$ cat config.mk
export PLATFORM = sky130hd
export DESIGN_NAME = led_bouncer_flat
export DESIGN_NICKNAME = d
export VERILOG_FILES = /design/src/rtl/led_scroll_pkg.sv /design/src/rtl/led_bouncer_if.sv /design/src/rtl/led_tick_gen.sv /design/src/rtl/led_bouncer.sv /design/src/flat_wrapper.sv
export SDC_FILE = /design/constraint.sdc
export NUM_CORES = 1
export LEC_CHECK = 0
export BUFFER_PORTS_ARGS = -buffer_cell sky130_fd_sc_hd__buf_2
export CAP_MARGIN = 20
export CORE_ASPECT_RATIO = 2
export CORE_UTILIZATION = 30
export DETAILED_ROUTE_END_ITERATION = 10
export GPL_ROUTABILITY_DRIVEN = 1
export PLACE_DENSITY = 0.44
export SLEW_MARGIN = 20
export SYNTH_ARGS = -nofsm -noshare
export SYNTH_HDL_FRONTEND = slang
export SYNTH_SLANG_ARGS = --single-unit
$ cat constraint.sdc
create_clock -name clk -period 3.7 [get_ports clk]
set_input_delay 0.74 -clock clk [delete_from_list [all_inputs] [get_ports clk]]
set_output_delay 0.74 -clock clk [all_outputs]
set_load 0.03 [all_outputs]
$ cat src/rtl/led_scroll_pkg.sv
// Shared types and sizing helpers for the bouncing-window LED scroller.
package led_scroll_pkg;

    typedef enum logic {
        DIR_LSB = 1'b0,
        DIR_MSB = 1'b1
    } dir_e;

    typedef enum logic {
        BOUNCE = 1'b0,
        WRAP   = 1'b1
    } mode_e;

    localparam int unsigned BOUNCE_CNT_W = 8;

    // Prescaler width for the larger divider; never narrower than one bit.
    function automatic int unsigned cnt_width(input int unsigned div_a, input int unsigned div_b);
        int unsigned w_max;
        int unsigned w_bits;
        w_max  = (div_a > div_b) ? div_a : div_b;
        w_bits = $clog2(w_max);
        return (w_bits == 0) ? 1 : w_bits;
    endfunction

endpackage

$ cat src/rtl/led_bouncer_if.sv
// Control/LED bundle of led_bouncer; bounce_cnt exists only with LED_BOUNCER_BOUNCE_CNT_EN.
interface led_bouncer_if #(
    parameter int unsigned N_LED = 8
);
    import led_scroll_pkg::*;

    logic             run;
    logic             step;
    mode_e            mode;
    logic [N_LED-1:0] led_red;
    logic [N_LED-1:0] led_green;
    dir_e             dir;
    logic             tick;
`ifdef LED_BOUNCER_BOUNCE_CNT_EN
    logic [BOUNCE_CNT_W-1:0] bounce_cnt;
`endif

    modport master (
        output run, step, mode,
        input  led_red, led_green, dir, tick
`ifdef LED_BOUNCER_BOUNCE_CNT_EN
        , input bounce_cnt
`endif
    );

    modport slave (
        input  run, step, mode,
        output led_red, led_green, dir, tick
`ifdef LED_BOUNCER_BOUNCE_CNT_EN
        , output bounce_cnt
`endif
    );

endinterface

$ cat src/rtl/led_tick_gen.sv
// Step prescaler: free-running enable tick while running, single steps while frozen.
module led_tick_gen #(
    parameter int unsigned CNT_W = 1
) (
    input  logic             clk,
    input  logic             reset,
    input  logic             i_run,
    input  logic             i_step,
    input  logic [CNT_W-1:0] i_div_m1,
    input  logic             i_restart,
    output logic             o_fire_c,
    output logic             o_tick
);

    logic [CNT_W-1:0] r_cnt;
    logic [CNT_W-1:0] w_cnt_nxt;

    // i_div_m1 is the terminal count (DIV-1) of the current direction.
    always_comb begin
        o_fire_c  = 1'b0;
        w_cnt_nxt = r_cnt;
        if (i_run) begin
            o_fire_c = (r_cnt == i_div_m1);
        end else begin
            o_fire_c = i_step;
        end
        if (o_fire_c || i_restart) begin
            w_cnt_nxt = '0;
        end else if (i_run) begin
            w_cnt_nxt = r_cnt + CNT_W'(1);
        end
    end

    always_ff @(posedge clk or negedge reset) begin
        if (!reset) begin
            r_cnt  <= '0;
            o_tick <= 1'b0;
        end else begin
            r_cnt  <= w_cnt_nxt;
            o_tick <= o_fire_c;
        end
    end

endmodule

$ cat src/rtl/led_bouncer.sv
// Bouncing/wrapping W-bit window scroller over red (LSB-bound) and green (MSB-bound) LED banks.
// Optional reversal counter on bus.bounce_cnt when LED_BOUNCER_BOUNCE_CNT_EN is defined.
module led_bouncer
    import led_scroll_pkg::*;
#(
    parameter int unsigned N_LED    = 8,
    parameter int unsigned WIN      = 3,
    parameter int unsigned DIV_FAST = 1048576,
    parameter int unsigned DIV_SLOW = 8388608
) (
    input  logic          clk,
    input  logic          reset,
    led_bouncer_if.slave  bus
);

    localparam int unsigned POS_MAX = N_LED - WIN;
    localparam int unsigned POS_W   = $clog2(N_LED + 1);
    localparam int unsigned CNT_W   = cnt_width(DIV_FAST, DIV_SLOW);

    localparam logic [N_LED-1:0] WIN_MASK = N_LED'({WIN{1'b1}});
    localparam logic [N_LED-1:0] RST_WIN  = WIN_MASK << POS_MAX;
    localparam logic [CNT_W-1:0] FAST_M1  = CNT_W'(DIV_FAST - 1);
    localparam logic [CNT_W-1:0] SLOW_M1  = CNT_W'(DIV_SLOW - 1);

    logic [POS_W-1:0] r_pos;
    dir_e             r_dir;
    logic [N_LED-1:0] r_led_red;
    logic [N_LED-1:0] r_led_green;

    logic [POS_W-1:0] w_pos_nxt;
    dir_e             w_dir_nxt;
    logic [N_LED-1:0] w_win;
    logic [CNT_W-1:0] w_div_m1;
    logic             w_fire;
    logic             w_restart;
    logic             w_tick;

    assign w_div_m1  = (r_dir == DIR_MSB) ? SLOW_M1 : FAST_M1;
    assign w_restart = (w_dir_nxt != r_dir);

    led_tick_gen #(
        .CNT_W (CNT_W)
    ) u_tick_gen (
        .clk       (clk),
        .reset     (reset),
        .i_run     (bus.run),
        .i_step    (bus.step),
        .i_div_m1  (w_div_m1),
        .i_restart (w_restart),
        .o_fire_c  (w_fire),
        .o_tick    (w_tick)
    );

    // Window motion: turning at an end also moves one place in the same step.
    always_comb begin
        w_pos_nxt = r_pos;
        w_dir_nxt = r_dir;
        if (w_fire) begin
            if (POS_MAX == 0) begin
                if (bus.mode == BOUNCE) begin
                    w_dir_nxt = (r_dir == DIR_LSB) ? DIR_MSB : DIR_LSB;
                end
            end else if (r_dir == DIR_LSB) begin
                if (r_pos != '0) begin
                    w_pos_nxt = r_pos - POS_W'(1);
                end else if (bus.mode == WRAP) begin
                    w_pos_nxt = POS_W'(POS_MAX);
                end else begin
                    w_dir_nxt = DIR_MSB;
                    w_pos_nxt = POS_W'(1);
                end
            end else begin
                if (r_pos != POS_W'(POS_MAX)) begin
                    w_pos_nxt = r_pos + POS_W'(1);
                end else if (bus.mode == WRAP) begin
                    w_pos_nxt = '0;
                end else begin
                    w_dir_nxt = DIR_LSB;
                    w_pos_nxt = POS_W'(POS_MAX - 1);
                end
            end
        end
    end

    assign w_win = WIN_MASK << w_pos_nxt;

    // LED banks are registered alongside pos/dir so they always match the state.
    always_ff @(posedge clk or negedge reset) begin
        if (!reset) begin
            r_pos       <= POS_W'(POS_MAX);
            r_dir       <= DIR_LSB;
            r_led_red   <= RST_WIN;
            r_led_green <= '0;
        end else begin
            r_pos       <= w_pos_nxt;
            r_dir       <= w_dir_nxt;
            r_led_red   <= (w_dir_nxt == DIR_LSB) ? w_win : '0;
            r_led_green <= (w_dir_nxt == DIR_MSB) ? w_win : '0;
        end
    end

    assign bus.led_red   = r_led_red;
    assign bus.led_green = r_led_green;
    assign bus.dir       = r_dir;
    assign bus.tick      = w_tick;

`ifdef LED_BOUNCER_BOUNCE_CNT_EN
    logic [BOUNCE_CNT_W-1:0] r_bounce_cnt;

    // Saturating count of direction reversals.
    always_ff @(posedge clk or negedge reset) begin
        if (!reset) begin
            r_bounce_cnt <= '0;
        end else if (w_restart && (r_bounce_cnt != '1)) begin
            r_bounce_cnt <= r_bounce_cnt + BOUNCE_CNT_W'(1);
        end
    end

    assign bus.bounce_cnt = r_bounce_cnt;
`endif

endmodule

$ cat src/flat_wrapper.sv
// flat-port wrapper written by rule: the top's interface ports become plain ports
module led_bouncer_flat import led_scroll_pkg::*;
#(
    parameter int unsigned N_LED    = 8,
    parameter int unsigned WIN      = 3,
    parameter int unsigned DIV_FAST = 1048576,
    parameter int unsigned DIV_SLOW = 8388608
)
  (clk, reset, bus_run, bus_step, bus_mode, bus_led_red, bus_led_green, bus_dir, bus_tick);
  led_bouncer_if #(.N_LED(N_LED)) bus_i ();
  input  logic clk;
  input  logic reset;
  input wire logic [$bits(bus_i.run)-1:0] bus_run;
  input wire logic [$bits(bus_i.step)-1:0] bus_step;
  input wire logic [$bits(bus_i.mode)-1:0] bus_mode;
  output wire logic [$bits(bus_i.led_red)-1:0] bus_led_red;
  output wire logic [$bits(bus_i.led_green)-1:0] bus_led_green;
  output wire logic [$bits(bus_i.dir)-1:0] bus_dir;
  output wire logic [$bits(bus_i.tick)-1:0] bus_tick;
  assign bus_i.run = bus_run;
  assign bus_i.step = bus_step;
  assign bus_i.mode = bus_mode;
  assign bus_led_red = bus_i.led_red;
  assign bus_led_green = bus_i.led_green;
  assign bus_dir = bus_i.dir;
  assign bus_tick = bus_i.tick;
  led_bouncer #(.N_LED(N_LED), .WIN(WIN), .DIV_FAST(DIV_FAST), .DIV_SLOW(DIV_SLOW)) u_core (.clk(clk), .reset(reset), .bus(bus_i));
endmodule
==> results.txt <==
status - finished, final reports clean
clk sinks - 45
post-synth top area cell - dfrtp_1
htree depth - 2
Synth-to-Final Area Change - 15.6%
largest cells by area after synthesis - dfrtp_1 45%, dfstp_2 5.9%, nor2_1 5.5%
largest net degree at the start of global routing - 46
Final Cycle Share - 79.7%
Worst-path clk slew - 60 ps
share of power burned in registers - 37.8%
worst hold-check path type - primary input to async pin
leak pwr - 1.16 nW
flop2flop setup slack - 750 ps
number of global-route vias before repair - 1783
number of synthesized flops with an enable pin - 0
Worst slew margin - 38.0%
power share of the clock group - 23.5%
Pwr Total - 1.91 mW
HPWL after detailed placement - 3940 µm
GRT Resource Usage Total - 15.5%
Seq/Total Area, Yosys - 50.7%
setup tns final - 0 ps
Worst setup EP type - flip-flop
R2R Path End - u_core.bus.led_green[6]
RSZ-0062 raised after global routing - false
pwr/cell area - 741 nW/µm²
Crit path max-delay family - compound AO/OA/AOI/OAI gates
first-pass GRT wire length - 8970 µm
Fillers - 762
Synth Warn # - 0
starting density of the core - 31.0%
ANT cells - 0
CTS Buf Count - 5
Final Hold Vio Count - 0
layout cells sized above 1 - 19.0%
syn_nets - 236
Critical Path Slowest Stage Cell - o41a_1
row count - 44
total vias in the final route - 1729
initial antenna violation count - 0
VDD IR-drop max - 0.367 mV
Post-route DRC - 0
chip height - 124 µm
max-cap violations - 0
Ports - 23
R2R cell count - 8
Die W - 63.0 µm
WP data required - 3840 ps
Period minus WS final - 2950 ps
first drt pass iteration count - 4
Top FF cell, synth - dfrtp_1
die area - 7810 µm²
syn avg cell area - 9.70 µm²
crit path from - u_core.u_tick_gen.r_cnt[0]
Post-CTS Setup Bufs - 0
Via density - 5.01
Async SR Flop Fraction - 100%
cells after synthesis - 230
Yosys top cell area share - 44.8%
post-synthesis cell area - 2230 µm²
Worst Setup Path Type - flip-flop to flip-flop
RR Startpoint - u_core.u_tick_gen.r_cnt[0]
top-count cell post-synth - dfrtp_1
Nets - 258
Critical Path, Cell by Cell - ha_1 -> and3_1 -> o211ai_1 -> o41a_1 -> clkinv_4 -> mux2_2 -> a2bb2oi_1 -> nor4_1
Root Buffer - clkbuf_16
Sw Ratio - 41.8%
CP endpoint - u_core.bus.led_green[6]
Max clock buf depth - 2
Max Fclk - 339 MHz
CP bufs+invs - 1
CP Depth - 8
Comb pwr share - 38.8%
post-cts resize count - 0
crit path DAT - 3090 ps
Seq cells post-synth - 45
Port Buffers - 22
Final ANT Viol Nets - 0
GPL Wtd Cong - 0.759
core area - 7210 µm²
switching power - 0.800 mW
Commonest cells post-synth - 40 x dfrtp_1, 33 x nor2_1, 17 x nand2_1
max-slew violations - 0
Setup Skew - 2.13 ps
CTS hold repair buffers - 0
Setup crit start kind - flip-flop
crit-path max cell delay - 590 ps
DRT iter0 DRCs - 49
critical path fanouts, max - 28
Slew @ Worst Pin - 929 ps
Worst-Skew Late Latency - 290 ps
count of different cell masters after synthesis - 45
CTS tree - yes
Remaining Overflow, GRT - 0
# setup viols final - 0
cell-internal power - 1.11 mW
Routed WL - 5420 µm
routed length per instance - 15.7 µm
-- metal layers --
| layer | track usage (%) | up-vias | wire [µm] |
|---|---|---|---|
| met4 | 7.41 | 0 | 107 |
| met5 | 0 | - | 0 |
| met1 | 15.4 | 855 | 2040 |
| met3 | 2.66 | 6 | 93 |
| met2 | 30.4 | 12 | 3180 |
| li1 | - | 856 | - |
-- stage by stage --
step	instances	setup slack, ps	cell area, µm²	hold slack (ps)	util [%]
floorplan	230	1330	2230	444	-
global placement	337	814	2430	523	33.8
detailed placement	337	753	2430	531	33.8
CTS	345	756	2580	547	35.8
global route	345	486	2580	497	35.8
finish	345	752	2580	446	35.8
-- cell usage in the layout (no fill, tap or decap), types with 5 or more instances in the layout --
| cell | Yosys | layout |
|---|---|---|
| a21oi_1 | 7 | 7 |
| and3_1 | 9 | 9 |
| buf_2 | 3 | 21 |
| clkbuf_16 | 0 | 5 |
| dfrtp_1 | 40 | 40 |
| dfstp_2 | 5 | 5 |
| inv_1 | 5 | 5 |
| nand2_1 | 17 | 17 |
| nand3_1 | 6 | 6 |
| nor2_1 | 33 | 33 |
| nor3_1 | 15 | 15 |
| nor4_1 | 5 | 5 |
| o21ai_0 | 13 | 13 |
| xnor2_1 | 10 | 10 |
| xor2_1 | 8 | 8 |
-- registers in the layout (all words and copies together), names as in the netlist --
name                      cells
u_core.bus.dir                1
u_core.bus.led_green          8
u_core.bus.led_red            8
u_core.r_pos                  4
u_core.u_tick_gen.o_tick      1
u_core.u_tick_gen.r_cnt      23
-- power by group through the flow --
stage                     Combinational [mW]  Sequential, mW  Clock (mW)
after floorplan                        0.443           0.821           0
after global placement                 0.752           0.735           0
after detailed placement               0.751           0.734           0
after CTS                              0.752           0.726       0.460
after global routing                   0.813           0.741       0.479
final                                  0.742           0.723       0.449
-- cell type report --
class                           instances  area, µm²  area share (%)
Clock inverter                          2       15.0           0.582
Tap cell                               92        115            4.46
Clock buffer                            6        129            4.99
Multi-Input combinational cell        169       1030            39.8
Timing Repair Buffer                   24        128            4.94
Sequential cell                        45       1130            43.9
Inverter                                7       33.8            1.31
-- cell families after synthesis --
| kind of cell | after synthesis | synth area share, % |
|---|---|---|
| and+or+nand+nor | 109 | 25.2 |
| DFF | 45 | 50.7 |
| AOI/OAI and AO/OA | 37 | 11.4 |
| xor gates and xnor gates | 18 | 7.06 |
| buffers and inverters | 16 | 3.20 |
| muxes | 4 | 1.85 |
| adders and majority gates | 1 | 0.560 |
-- worst min-delay path by stage --
stage                     cells after the start                     endpoint  slack [ps]
after CTS                                     2  u_core.u_tick_gen.r_cnt[15]         550
after global routing                          1  u_core.u_tick_gen.r_cnt[10]         500
after floorplan                               0               u_core.bus.dir         440
after global placement                        2  u_core.u_tick_gen.r_cnt[15]         520
final                                         1     u_core.u_tick_gen.o_tick         450
after detailed placement                      2  u_core.u_tick_gen.r_cnt[15]         530
Power figures use the tool's default switching activity.
